--- src/rtl/alu_pkg.sv ---
// Shared ALU definitions: datapath width and the add/sub sequencer state encoding.
// Encoding 2'd3 is unused; the sequencer treats it as IDLE.
package alu_pkg;

    localparam int XLEN = 32;

    typedef enum logic [1:0] {
        ST_IDLE = 2'd0,
        ST_RUN  = 2'd1,
        ST_DONE = 2'd2
    } state_e;

endpackage

--- src/rtl/addsub_slice.sv ---
// Combinational W-bit ripple slice of the iterative adder: {cout, sum} = a + b + cin.
module addsub_slice #(
    parameter int W = 8
) (
    input  logic [W-1:0] a_i,
    input  logic [W-1:0] b_i,
    input  logic         cin_i,
    output logic [W-1:0] sum_o,
    output logic         cout_o
);

    assign {cout_o, sum_o} = {1'b0, a_i} + {1'b0, b_i} + {{W{1'b0}}, cin_i};

endmodule

--- src/rtl/alu_addsub_iter.sv ---
// Multi-cycle 32-bit add/subtract: one SLICE_W-bit slice per cycle through a single shared
// slice adder, then registered result, carry-out and overflow/zero/slt flags with a valid/ready handshake.
module alu_addsub_iter
    import alu_pkg::*;
#(
    parameter int SLICE_W = 8
) (
    input  logic            clk,
    input  logic            rst,
    input  logic            in_valid,
    output logic            in_ready,
    input  logic [XLEN-1:0] a,
    input  logic [XLEN-1:0] b_x,
    input  logic            sub,
    output logic            out_valid,
    input  logic            out_ready,
    output logic [XLEN-1:0] result,
    output logic            cout,
    output logic            ovf,
    output logic            zero,
    output logic            slt
);

    localparam int NSLICE = XLEN / SLICE_W;
    localparam int CNT_W  = (NSLICE > 1) ? $clog2(NSLICE) : 1;
    localparam logic [CNT_W-1:0] LAST_CNT = CNT_W'(NSLICE - 1);

    state_e              state_q;
    logic [CNT_W-1:0]    cnt_q;
    logic [XLEN-1:0]     a_q;
    logic [XLEN-1:0]     b_q;
    logic                carry_q;
    logic [XLEN-1:0]     result_q;
    logic                cout_q;
    logic                ovf_q;
    logic                zero_q;
    logic                slt_q;
    logic                in_ready_q;
    logic                out_valid_q;

    int                  sliceBase;
    logic [SLICE_W-1:0]  sliceA;
    logic [SLICE_W-1:0]  sliceB;
    logic [SLICE_W-1:0]  sliceSum;
    logic                sliceCout;
    logic [XLEN-1:0]     result_d;
    logic                ovf_d;

    always_comb begin
        sliceBase = int'(cnt_q) * SLICE_W;
        sliceA    = a_q[sliceBase +: SLICE_W];
        sliceB    = b_q[sliceBase +: SLICE_W];
    end

    addsub_slice #(.W(SLICE_W)) uSlice (
        .a_i    (sliceA),
        .b_i    (sliceB),
        .cin_i  (carry_q),
        .sum_o  (sliceSum),
        .cout_o (sliceCout)
    );

    // Flags must see the final slice, so they are derived from the merged next-state result.
    always_comb begin
        result_d = result_q;
        result_d[sliceBase +: SLICE_W] = sliceSum;
        ovf_d = (a_q[XLEN-1] == b_q[XLEN-1]) && (result_d[XLEN-1] != a_q[XLEN-1]);
    end

    always_ff @(posedge clk) begin
        if (rst) begin
            state_q     <= ST_IDLE;
            cnt_q       <= '0;
            a_q         <= '0;
            b_q         <= '0;
            carry_q     <= 1'b0;
            result_q    <= '0;
            cout_q      <= 1'b0;
            ovf_q       <= 1'b0;
            zero_q      <= 1'b0;
            slt_q       <= 1'b0;
            in_ready_q  <= 1'b1;
            out_valid_q <= 1'b0;
        end else begin
            case (state_q)
                ST_IDLE: begin
                    if (in_valid) begin
                        a_q        <= a;
                        b_q        <= b_x;
                        carry_q    <= sub;
                        cnt_q      <= '0;
                        in_ready_q <= 1'b0;
                        state_q    <= ST_RUN;
                    end
                end
                ST_RUN: begin
                    result_q <= result_d;
                    carry_q  <= sliceCout;
                    cnt_q    <= cnt_q + 1'b1;
                    if (cnt_q == LAST_CNT) begin
                        cnt_q       <= '0;
                        cout_q      <= sliceCout;
                        ovf_q       <= ovf_d;
                        zero_q      <= ~|result_d;
                        slt_q       <= result_d[XLEN-1] ^ ovf_d;
                        out_valid_q <= 1'b1;
                        state_q     <= ST_DONE;
                    end
                end
                ST_DONE: begin
                    // Returning to IDLE first means in_valid is never taken in the handshake cycle.
                    if (out_ready) begin
                        out_valid_q <= 1'b0;
                        in_ready_q  <= 1'b1;
                        state_q     <= ST_IDLE;
                    end
                end
                default: begin
                    out_valid_q <= 1'b0;
                    in_ready_q  <= 1'b1;
                    state_q     <= ST_IDLE;
                end
            endcase
        end
    end

    assign in_ready  = in_ready_q;
    assign out_valid = out_valid_q;
    assign result    = result_q;
    assign cout      = cout_q;
    assign ovf       = ovf_q;
    assign zero      = zero_q;
    assign slt       = slt_q;

endmodule

--- config.mk ---
export PLATFORM = sky130hd
export DESIGN_NAME = alu_addsub_iter
export DESIGN_NICKNAME = d
export VERILOG_FILES = /design/src/rtl/alu_pkg.sv /design/src/rtl/addsub_slice.sv /design/src/rtl/alu_addsub_iter.sv
export SDC_FILE = /design/constraint.sdc
export NUM_CORES = 1
export LEC_CHECK = 0
export CAP_MARGIN = 10
export CELL_PAD_IN_SITES_DETAIL_PLACEMENT = 0
export CELL_PAD_IN_SITES_GLOBAL_PLACEMENT = 1
export CORE_ASPECT_RATIO = 1.75
export CORE_MARGIN = 2
export CORE_UTILIZATION = 38
export CTS_CLUSTER_DIAMETER = 80
export DETAILED_ROUTE_END_ITERATION = 10
export PLACE_DENSITY_LB_ADDON = 0.12
export SYNTH_ARGS = -nofsm -noshare
export SYNTH_HDL_FRONTEND = slang
export SYNTH_SLANG_ARGS = --single-unit
--- constraint.sdc ---
create_clock -name clk -period 3.87 [get_ports clk]
set_input_delay 0.387 -clock clk [delete_from_list [all_inputs] [get_ports clk]]
set_output_delay 0.387 -clock clk [all_outputs]
set_load 0.005 [all_outputs]
==> results.toml <==
[synthesis]
synth_top_family_by_area = "simple AND/OR/NAND/NOR gates"
syn_inst = 575
synth_compound_area_frac = 0.186
avgSynthCellArea_um2 = 8.53
ys.flop_type = "dfxtp_1"
ys_top_cells_by_area = "dfxtp_1 44%, nand2_1 11%, a21oi_1 8.2%, mux4_2 7.3%, a22oi_1 4.7%"
synthArstFlopShare = 0
synth_edf_count = 0
ys_warn_count = 0
yosys.area_share.simple = 0.215
synth.area.mux_share = 0.0816
synthAdderAreaFrac = 0.0413
synth_top_area_share = 0.437
synth_cell_types = 54
synth_area_um2 = 4900
synth_seq_area_share = 0.437
synth_area_leader_cell = "dfxtp_1"
ys_seq_elements = 107
synth_nets = 659
synth_xor_area_frac = 0.00357

[setup_path]
cp_num_buf_inv = 1
cp.required_ns = 4.12
worstSetupPathType = "flip-flop to flip-flop"
r2r_slack_ns = 0.60
start_kind = "flip-flop"
worstPathMaxFanout = 18
arrival_ns = 3.53
cpPeakStageDelay_ns = 0.58
path_cells = "buf_4 -> mux4_2 -> ha_1 -> a21o_1 -> a2111oi_0 -> mux2i_1 -> o211ai_1 -> o21ai_1 -> a311oi_1"
cp_slowest_cell = "mux4_2"
end_kind = "flip-flop"
cp_top_family = "compound AO/OA/AOI/OAI gates"

[final_layout]
multi_input_area_um2 = 2590
register_area_um2 = 2140
diodes = 0
area_growth_syn_to_layout_pct = 30.9
nets = 752
drive_gt1_frac = 0.0817
num-fill-cells = 1274

[placement]
dp_hpwl_um = 11300
post-place-ws_ns = 0.642
portBuffers = 106
gp_congestion = 0.797

[clocking]
ctsHoldBuffers = 0
numClockSinks = 107
tritoncts = "yes"
clockBufferDepth = 2
cts-root-buf = "clkbuf_16"
clk_pin_slew_ns = 0.07
numCtsBuffers = 9
cts_resized = 0
insertion_delay_ns = 0.35
cts_setup_buffers = 0
cts_max_level = 3

[timing]
fin_skew_ns = 0.0130
fin_crit_ns = 3.27
maxSlewViolCount = 0
worst_pin_slew_ns = 0.865
layout_setup_ws_ns = 0.597
maxSlewHeadroom = 0.419
setup_violations = 0
max_freq_mhz = 306
finalHoldViolCount = 0
rsz0062_at_grt = "no"
timing.final.crit_share = 0.846
finalSetupTns_ns = 0

[flow_run]
maxCapViolations = 0

[route]
wl_per_cell_um = 17.2
drt_iter0_drc = 194
routed-via-count = 4376
finalWirelength_um = 14500
final_antenna_net_count = 0
via_per_inst = 5.20
drc = 0
dr.pass1.iters = 4

[grt]
overflow = 0
grt_pass1_wl_um = 22900
antenna_found_initial = 0
grt_start_max_net_pins = 71
grt_pass1_vias = 4391
grtUsageTotal = 0.211

[outcome]
run_status = "finished, final reports clean"

[floorplan]
initial_utilization = 0.390
dieHeight_um = 154
coreArea_um2 = 12600
rows = 54
io_pins = 107
dieArea_um2 = 13900
die_w_um = 89.9

[pwr]
ir_worst_vdd_v = 0.000241
powerDensity_nw_per_um2 = 395
p_leak_nw = 2.33

[worst_hold_path]
hp-class = "input pin to flip-flop"
==> worst reg2reg max path, stage by stage, from the launching register on <==
cell and delay [ns]:
dfxtp_1 0.38, buf_4 0.33, mux4_2 0.59, ha_1 0.42, a21o_1 0.20, a2111oi_0 0.52
mux2i_1 0.15, o211ai_1 0.20, o21ai_1 0.12, a311oi_1 0.28
==> per-layer routing <==
metal | up-vias | global-route usage | routed length [um]
met1 | 2052 | 0.222 | 5400
li1 | 2203 | - | -
met3 | 21 | 0.0253 | 436
met5 | - | 0 | 0
met2 | 100 | 0.425 | 8320
met4 | 0 | 0.0696 | 299
==> final timing paths <==
path,startpoint,to,cells past startpoint
setup / recovery,cnt_q[0]$_SDFFE_PP0P_,slt$_SDFFE_PP0P_,9
hold / removal,rst,result[2]$_SDFFE_PP0P_,2
setup reg to reg,cnt_q[0]$_SDFFE_PP0P_,slt$_SDFFE_PP0P_,9
hold reg to reg,b_q[22]$_SDFFE_PP0P_,b_q[22]$_SDFFE_PP0P_,2
==> cell usage after synthesis, types with 8 or more instances <==
master / instances
a21oi_1: 80
a22oi_1: 31
clkbuf_1: 24
dfxtp_1: 107
ha_1: 13
inv_1: 8
mux4_2: 16
nand2_1: 142
nand2b_1: 9
nand3_1: 8
nor2_1: 49
nor4_1: 8
==> state kept, by name, summed over array words and instances, names as in the netlist <==
register	cells
out_valid	1
ovf	1
state_q	2
zero	1
a_q	32
slt	1
carry_q	1
cout	1
cnt_q	2
b_q	32
in_ready	1
result	32
==> through the flow <==
step / instance area [um^2] / total power, mW / utilization / hold WS [ns] / std cells
floorplan: 4900 / 1.47 / - / 0.433 / 575
global placement: 6120 / 1.66 / 0.487 / 0.444 / 825
detailed placement: 6120 / 1.67 / 0.487 / 0.446 / 825
CTS: 6420 / 2.56 / 0.511 / 0.445 / 841
global route: 6420 / 2.66 / 0.511 / 0.454 / 841
finish: 6420 / 2.54 / 0.511 / 0.444 / 841
==> layout make-up <==
cell class | count | area share
clock buffer | 10 | 0.0372
clock inverter | 6 | 0.00916
inverter | 8 | 0.00468
multi-input combinational | 424 | 0.404
sequential | 107 | 0.334
tap | 168 | 0.0327
timing repair buffer | 118 | 0.179
==> cell usage in the layout (no fill, tap or decap), types with 4 or more instances in the layout <==
| cell type | instances |
|---|---|
| nand2_1 | 142 |
| dfxtp_1 | 107 |
| clkdlybuf4s50_1 | 105 |
| a21oi_1 | 80 |
| nor2_1 | 48 |
| a22oi_1 | 31 |
| mux4_2 | 16 |
| ha_1 | 13 |
| buf_4 | 13 |
| nand2b_1 | 9 |
| clkbuf_16 | 9 |
| inv_1 | 8 |
| nand3_1 | 8 |
| nor4_1 | 8 |
| nor2b_1 | 5 |
| o21ai_1 | 5 |
| mux2i_1 | 4 |
==> where the power goes <==
group	total [mW]	leakage (nW)	internal (mW)	switching, mW
clock network	0.904	0.148	0.469	0.435
registers	1.18	0.873	1.15	0.0321
logic	0.451	1.30	0.204	0.247
==> kinds of logic after synthesis <==
family          count (synthesis)
buf+inv                        44
flops                         107
simple gates                  243
compound gates                144
xor+xnor                        2
mux                            20
fa+ha+maj                      15
Note: power is estimated with default switching activity, not from simulation.
